==> src/rtl/selector_seq.sv <==
// selector_seq: steps a driven selector through a 4-entry mode table, dwelling before sampling q_in at each step.
module selector_seq #(
    parameter int DWELL_W = 4
) (
    input  logic               clk,
    input  logic               rst_n,
    input  logic               cfg_we,
    input  logic [1:0]         cfg_addr,
    input  logic [1:0]         cfg_sel,
    input  logic [DWELL_W-1:0] dwell,
    input  logic               start,
    input  logic               stop,
    input  logic               q_in,
    input  logic               nq_in,
    output logic [1:0]         sel,
    output logic               busy,
    output logic               done,
    output logic [3:0]         result,
    output logic               err
);
    typedef enum logic [1:0] {IDLE, RUN, DONE} state_t;

    state_t             state;
    logic [1:0]         step;
    logic [1:0]         nxt;
    logic [DWELL_W-1:0] cnt;
    logic [DWELL_W-1:0] dwell_q;
    logic [1:0]         tbl [4];

    assign nxt = step + 2'd1;

    // Sequencer: table writes in IDLE, dwell/sample stepping in RUN, one-cycle done pulse in DONE.
    always_ff @(posedge clk or negedge rst_n) begin
        if (!rst_n) begin
            state   <= IDLE;
            step    <= 2'd0;
            cnt     <= '0;
            dwell_q <= '0;
            sel     <= 2'b00;
            busy    <= 1'b0;
            done    <= 1'b0;
            result  <= 4'b0000;
            err     <= 1'b0;
            tbl[0]  <= 2'b00;
            tbl[1]  <= 2'b01;
            tbl[2]  <= 2'b10;
            tbl[3]  <= 2'b11;
        end else begin
            case (state)
                IDLE: begin
                    done <= 1'b0;
                    if (cfg_we) tbl[cfg_addr] <= cfg_sel;
                    if (start && !stop) begin
                        state   <= RUN;
                        busy    <= 1'b1;
                        step    <= 2'd0;
                        cnt     <= '0;
                        sel     <= tbl[0];
                        dwell_q <= dwell;
                        result  <= 4'b0000;
                        err     <= 1'b0;
                    end
                end
                RUN: begin
                    if (stop) begin
                        state <= IDLE;
                        busy  <= 1'b0;
                    end else if (cnt != dwell_q) begin
                        cnt <= cnt + 1'b1;
                    end else begin
                        result[step] <= q_in;
                        err          <= err | (q_in == nq_in);
                        if (step != 2'd3) begin
                            step <= nxt;
                            sel  <= tbl[nxt];
                            cnt  <= '0;
                        end else begin
                            state <= DONE;
                            busy  <= 1'b0;
                            done  <= 1'b1;
                        end
                    end
                end
                DONE: begin
                    done  <= 1'b0;
                    state <= IDLE;
                end
                default: begin
                    state <= IDLE;
                    busy  <= 1'b0;
                    done  <= 1'b0;
                end
            endcase
        end
    end
endmodule

==> config.mk <==
export PLATFORM = sky130hd
export DESIGN_NAME = selector_seq
export DESIGN_NICKNAME = d
export VERILOG_FILES = /design/src/rtl/selector_seq.sv
export SDC_FILE = /design/constraint.sdc
export NUM_CORES = 1
export LEC_CHECK = 0
export ABC_CLOCK_PERIOD_IN_PS = 1900
export CORE_MARGIN = 8
export CORE_UTILIZATION = 41
export DETAILED_ROUTE_END_ITERATION = 8
export MAX_ROUTING_LAYER = met4
export PLACE_DENSITY = 0.62
export SLEW_MARGIN = 20
export SYNTH_ARGS = -nofsm -noshare
export SYNTH_HDL_FRONTEND = slang
export SYNTH_SLANG_ARGS = --single-unit
==> constraint.sdc <==
create_clock -name clk -period 1.9 [get_ports clk]
set_input_delay 0.475 -clock clk [delete_from_list [all_inputs] [get_ports clk]]
set_output_delay 0.475 -clock clk [all_outputs]
set_load 0.005 [all_outputs]
== Word-level counts from Yosys, hierarchy flattened ==
Index checks and enable logic that the tools add are counted.

* Flip-flop bits (word level): 29
* Latch bits: 0
* RAM bits: 0
* Bits in read-only memories: 0
* Logic and storage cells: 96
* Memories: 0

* Add/subtract/negate cells: 2
* $mul: 0
* Div/mod/pow operators: 0
* Order comparisons: 5
* Eq/ne operators: 13
* Shift-type cells: 0
* Muxes and demuxes: 45
* Bitwise logic cells: 4
* Reductions and logical operators: 14

{| class="wikitable"
|+ Operators by type and width
! cell !! number
|-
| 2-bit 2-to-1 mux || 15
|-
| 4-bit 2-to-1 mux || 6
|-
| 4-bit one-hot mux with 2 select lines || 2
|-
| 1-bit 2-to-1 mux || 12
|-
| 2-bit inequality test, second input constant || 6
|-
| 2-bit one-hot mux with 2 select lines || 3
|-
| 4-bit AND reduction || 3
|-
| 3-bit inequality test, second input constant || 3
|-
| 8-bit bitwise mux || 1
|-
| 3-bit greater-or-equal comparator, second input constant || 2
|-
| 2-bit inverter with 3-bit output || 2
|-
| 3-bit AND reduction || 2
|-
| 5-bit AND reduction || 1
|-
| 4-bit by 1-bit adder with 4-bit output, second input constant || 1
|-
| 2-bit binary-select mux with 2-bit select || 1
|-
| 4-bit bitwise mux || 1
|-
| 2-bit demux with 2-bit select || 1
|-
| 4-bit inequality test || 1
|-
| 2-bit AND reduction || 2
|-
| 1-bit logical AND || 3
|-
| 2-bit by 3-bit < comparator with 1-bit output, second input constant || 1
|-
| 3-bit by 1-bit < comparator with 1-bit output, second input constant || 1
|-
| 1-bit one-hot mux with 3 select lines || 1
|-
| 2-bit by 1-bit adder with 2-bit output, second input constant || 1
|-
| 11 further kinds || 11
|}

== Depth between registers and ports, before layout ==
* Word-level depth: 9
* Mapped depth: 6
* Depth with buffers taken out: 6

== Worst setup path after synthesis ==
Ideal clock, no wire load.

* Kind: reg-to-reg
* Start: register state[1]
* End: register tbl[6] (netlist bit)
* Library setup time: 0.125 ns
* Arrival: 1.433 ns
* Required time: 1.775 ns
* Path slack: 0.342 ns
* Stages on the path, launching flop included: 4
* Buffers on the path: 0
* Period minus slack after synthesis: 1.558 ns
* Cell sequence: dfrtp_1 -> nor3b_1 -> nor3b_1 -> mux2_2

* Cells in the longest elaborated chain, start to end: 2

{| class="wikitable"
|+ RTL lines
! what !! RTL line !! text
|-
| start, declared || 23 || <nowiki>state_t state;</nowiki>
|-
| start signal, assigned || 35 || <nowiki>state <= IDLE;</nowiki>
|-
| start signal, assigned || 54 || <nowiki>state <= RUN;</nowiki>
|-
| start signal, assigned || 66 || <nowiki>state <= IDLE;</nowiki>
|-
| 2-bit logical NOT || 49 || <nowiki>case (state)</nowiki>
|-
| 2-bit AND reduction (no source line) || -- ||
|-
| end signal, assigned by index || 52 || <nowiki>if (cfg_we) tbl[cfg_addr] <= cfg_sel;</nowiki>
|-
| end, declared || 28 || <nowiki>logic [1:0] tbl [4];</nowiki>
|}

Every way passes these cells.
A chain may end at the register's enable or synchronous reset.

== Worst setup path after layout ==
* Start: input port cfg_we
* End: register tbl[7] (netlist bit)

* Cells in the longest elaborated chain, start to end: 1

{| class="wikitable"
|+ RTL lines
! what !! RTL line !! text
|-
| start, declared || 7 || <nowiki>input logic cfg_we,</nowiki>
|-
| 2-bit AND reduction (no source line) || -- ||
|}

Every way passes these cells.

==> metrics.cfg <==
[synthesis]
syn-mean-instance-area_um2 = 10.7
async_flop_share = 1.00
ys_ff_latch = 29
syn_area_um2 = 1470
ys.flop_type = dfrtp_1
ys_warn_count = 0
netlist_instances = 137
synth-edff-count = 0
seq_area_frac_synth = 0.498
syn-num-nets = 157
synth_cell_types = 32

[routing]
routed-via-count = 1116
dr.pass1.iters = 4
drc_errors = 0
vias_per_cell = 5.03
first_iter_violations = 55
ant_nets = 0
drt-wirelength-per-cell_um = 14.3
routed_wl_mm = 3.18

[critical_path]
crit_top_cell = nor3b_1
cp_max_fo = 4
timing.rr.end = sel[1]
worstPathCellList = clkdlybuf4s50_1 > nor3b_1 > buf_4 > nor3b_1 > mux2_2
cp-start-kind = input port
required_ns = 2.10
critPathArrivalTime_ns = 1.91
timing.rr.start = step[0]
crit_family = buffers and inverters
crit_path_top_delay_cell = clkdlybuf4s50_1
crit_path_end_kind = flip-flop
worst-path-buf-inv = 2
slowest_delay_ns = 0.45
path_class = input port to flip-flop
rrSetupSlack_ns = 0.23
rr_worst_depth = 6

[pwr]
p_per_area_nw_per_um2 = 1000
irDropWorstVdd_mv = 0.419
leakage_uw = 0.000802

[timing]
slew_viol_final = 0
final_hold_viol_count = 0
fin_crit_sh = 0.898
finalSetupViolations = 0
max_freq_mhz = 586
max_slew_margin = 0.704
fin_crit_ns = 1.71
worstMarginPinSlew_ns = 0.438
clock_skew_ns = 0.00615
rsz0062_at_grt = no
tns_ns = 0

[finish]
area_delta_synth_final_pct = 27.3
multi_input_area_um2 = 711
layout_common_cells = nand2_1, dfrtp_1, clkdlybuf4s50_1, mux2_2, buf_4
layout-drive-gt1-share = 0.176
fill_cells = 311
regArea_um2 = 731
fin_cells = 222
num-nets-final = 195
stdcell_area_um2 = 1870
diodes = 0

[grt]
overflow = 0
grt_pass1_vias = 1127
grt_pass1_wl_mm = 5.43
grt_max_degree = 30
grt_usage = 0.131
antenna_found_initial = 0

[floorplanning]
num_rows = 21
die_height_um = 75.8
start_util = 0.433
die_area_um2 = 5750
die_w_um = 75.8
io_pins = 24
core_area_um2 = 3390

[placement]
place_congestion = 0.781
placed_area_um2 = 1820
io_buffers = 23
placed_cells = 214
hpwl_mm = 2.43

[clock_network]
h-tree-depth = 2
clock_sinks = 29
cts_resized = 0
cts_buffers = 5
clockRootBuffer = clkbuf_4
holdBufCountCts = 0
clock_path_buffers = 2
post_cts_buffers = 0
clk_pin_slew_ns = 0.08
insertion_delay_ns = 0.32
tritoncts = built

[flow_run]
cap_viol_max_count = 0

[worst_hold_path]
holdPathEnd = tbl[5]
hold_depth = 1
min_from = tbl[5]
min_path_type = flip-flop to flip-flop

[status]
status = complete, no violations

-- worst max-delay path by stage --
stage / start / endpoint / slack (ns) / depth (start not counted)
floorplan: state[1] / tbl[6] / 0.34 / 3
global placement: cfg_we / tbl[7] / -0.09 / 5
detailed placement: cfg_we / tbl[7] / -0.13 / 5
CTS: result[3] / result[3] / 0.19 / 1
global route: step[0] / sel[1] / 0.09 / 6
finish: cfg_we / tbl[7] / 0.19 / 5
-- state kept, by name (all words and copies together), names as in the netlist --
register / flops
busy: 1
cnt: 4
done: 1
sel: 2
result: 4
tbl: 8
state: 2
step: 2
dwell_q: 4
err: 1
-- layout make-up --
cell class              instances  share of cell area
flip-flops and latches         29               0.391
multi-input cells             101               0.380
repair buffers                 32               0.159
well taps                      46              0.0308
clock buffers                   8              0.0261
inverters                       6              0.0121
-- cells in the mapped netlist (all sizes together), types with 2 or more instances --
master,number,share of area
nand3,7,0.024
nand2,25,0.064
xnor2,6,0.036
mux2i,7,0.048
o22ai,4,0.017
o21a,2,0.010
a31oi,2,0.013
ha,5,0.043
nor3b,6,0.038
nor2,5,0.014
dfstp,4,0.072
mux2,9,0.069
nor3,5,0.017
dfrtp,25,0.43
inv,6,0.015
o21ai,3,0.010
a21oi,4,0.014
-- kinds of logic (layout without fill, tap and decap cells) --
kind of cell	after synthesis	after routing	synth area share
compound gates	18	18	0.0810
xor+xnor	7	7	0.0418
fa+ha+maj	5	5	0.0426
buf+inv	7	46	0.0179
flops	29	29	0.498
mux	16	16	0.117
simple gates	55	55	0.202
-- layer usage --
| metal | part of all wire | global-route usage |
|---|---|---|
| met5 | 0 | - |
| met4 | 0.0069 | 0.0576 |
| met2 | 0.46 | 0.194 |
| met1 | 0.48 | 0.158 |
| met3 | 0.056 | 0.0461 |
-- through the flow --
| stage | utilization | setup WS (ns) | total power (uW) | hold slack, ns |
|---|---|---|---|---|
| after floorplan | - | 0.342 | 1260 | 0.179 |
| after global placement | 0.537 | -0.0936 | 1520 | 0.477 |
| after detailed placement | 0.537 | -0.135 | 1540 | 0.495 |
| after CTS | 0.551 | 0.191 | 1900 | 0.514 |
| after global routing | 0.551 | 0.0883 | 2000 | 0.543 |
| final | 0.551 | 0.194 | 1870 | 0.510 |
-- power breakdown --
group	total (uW)	internal (uW)	switching, uW	leakage (uW)
clock	344	147	197	0.0000265
sequential	899	779	120	0.000364
combinational	628	345	282	0.000411
total	1870	1270	599	0.000802
Power figures use the tool's default switching activity.
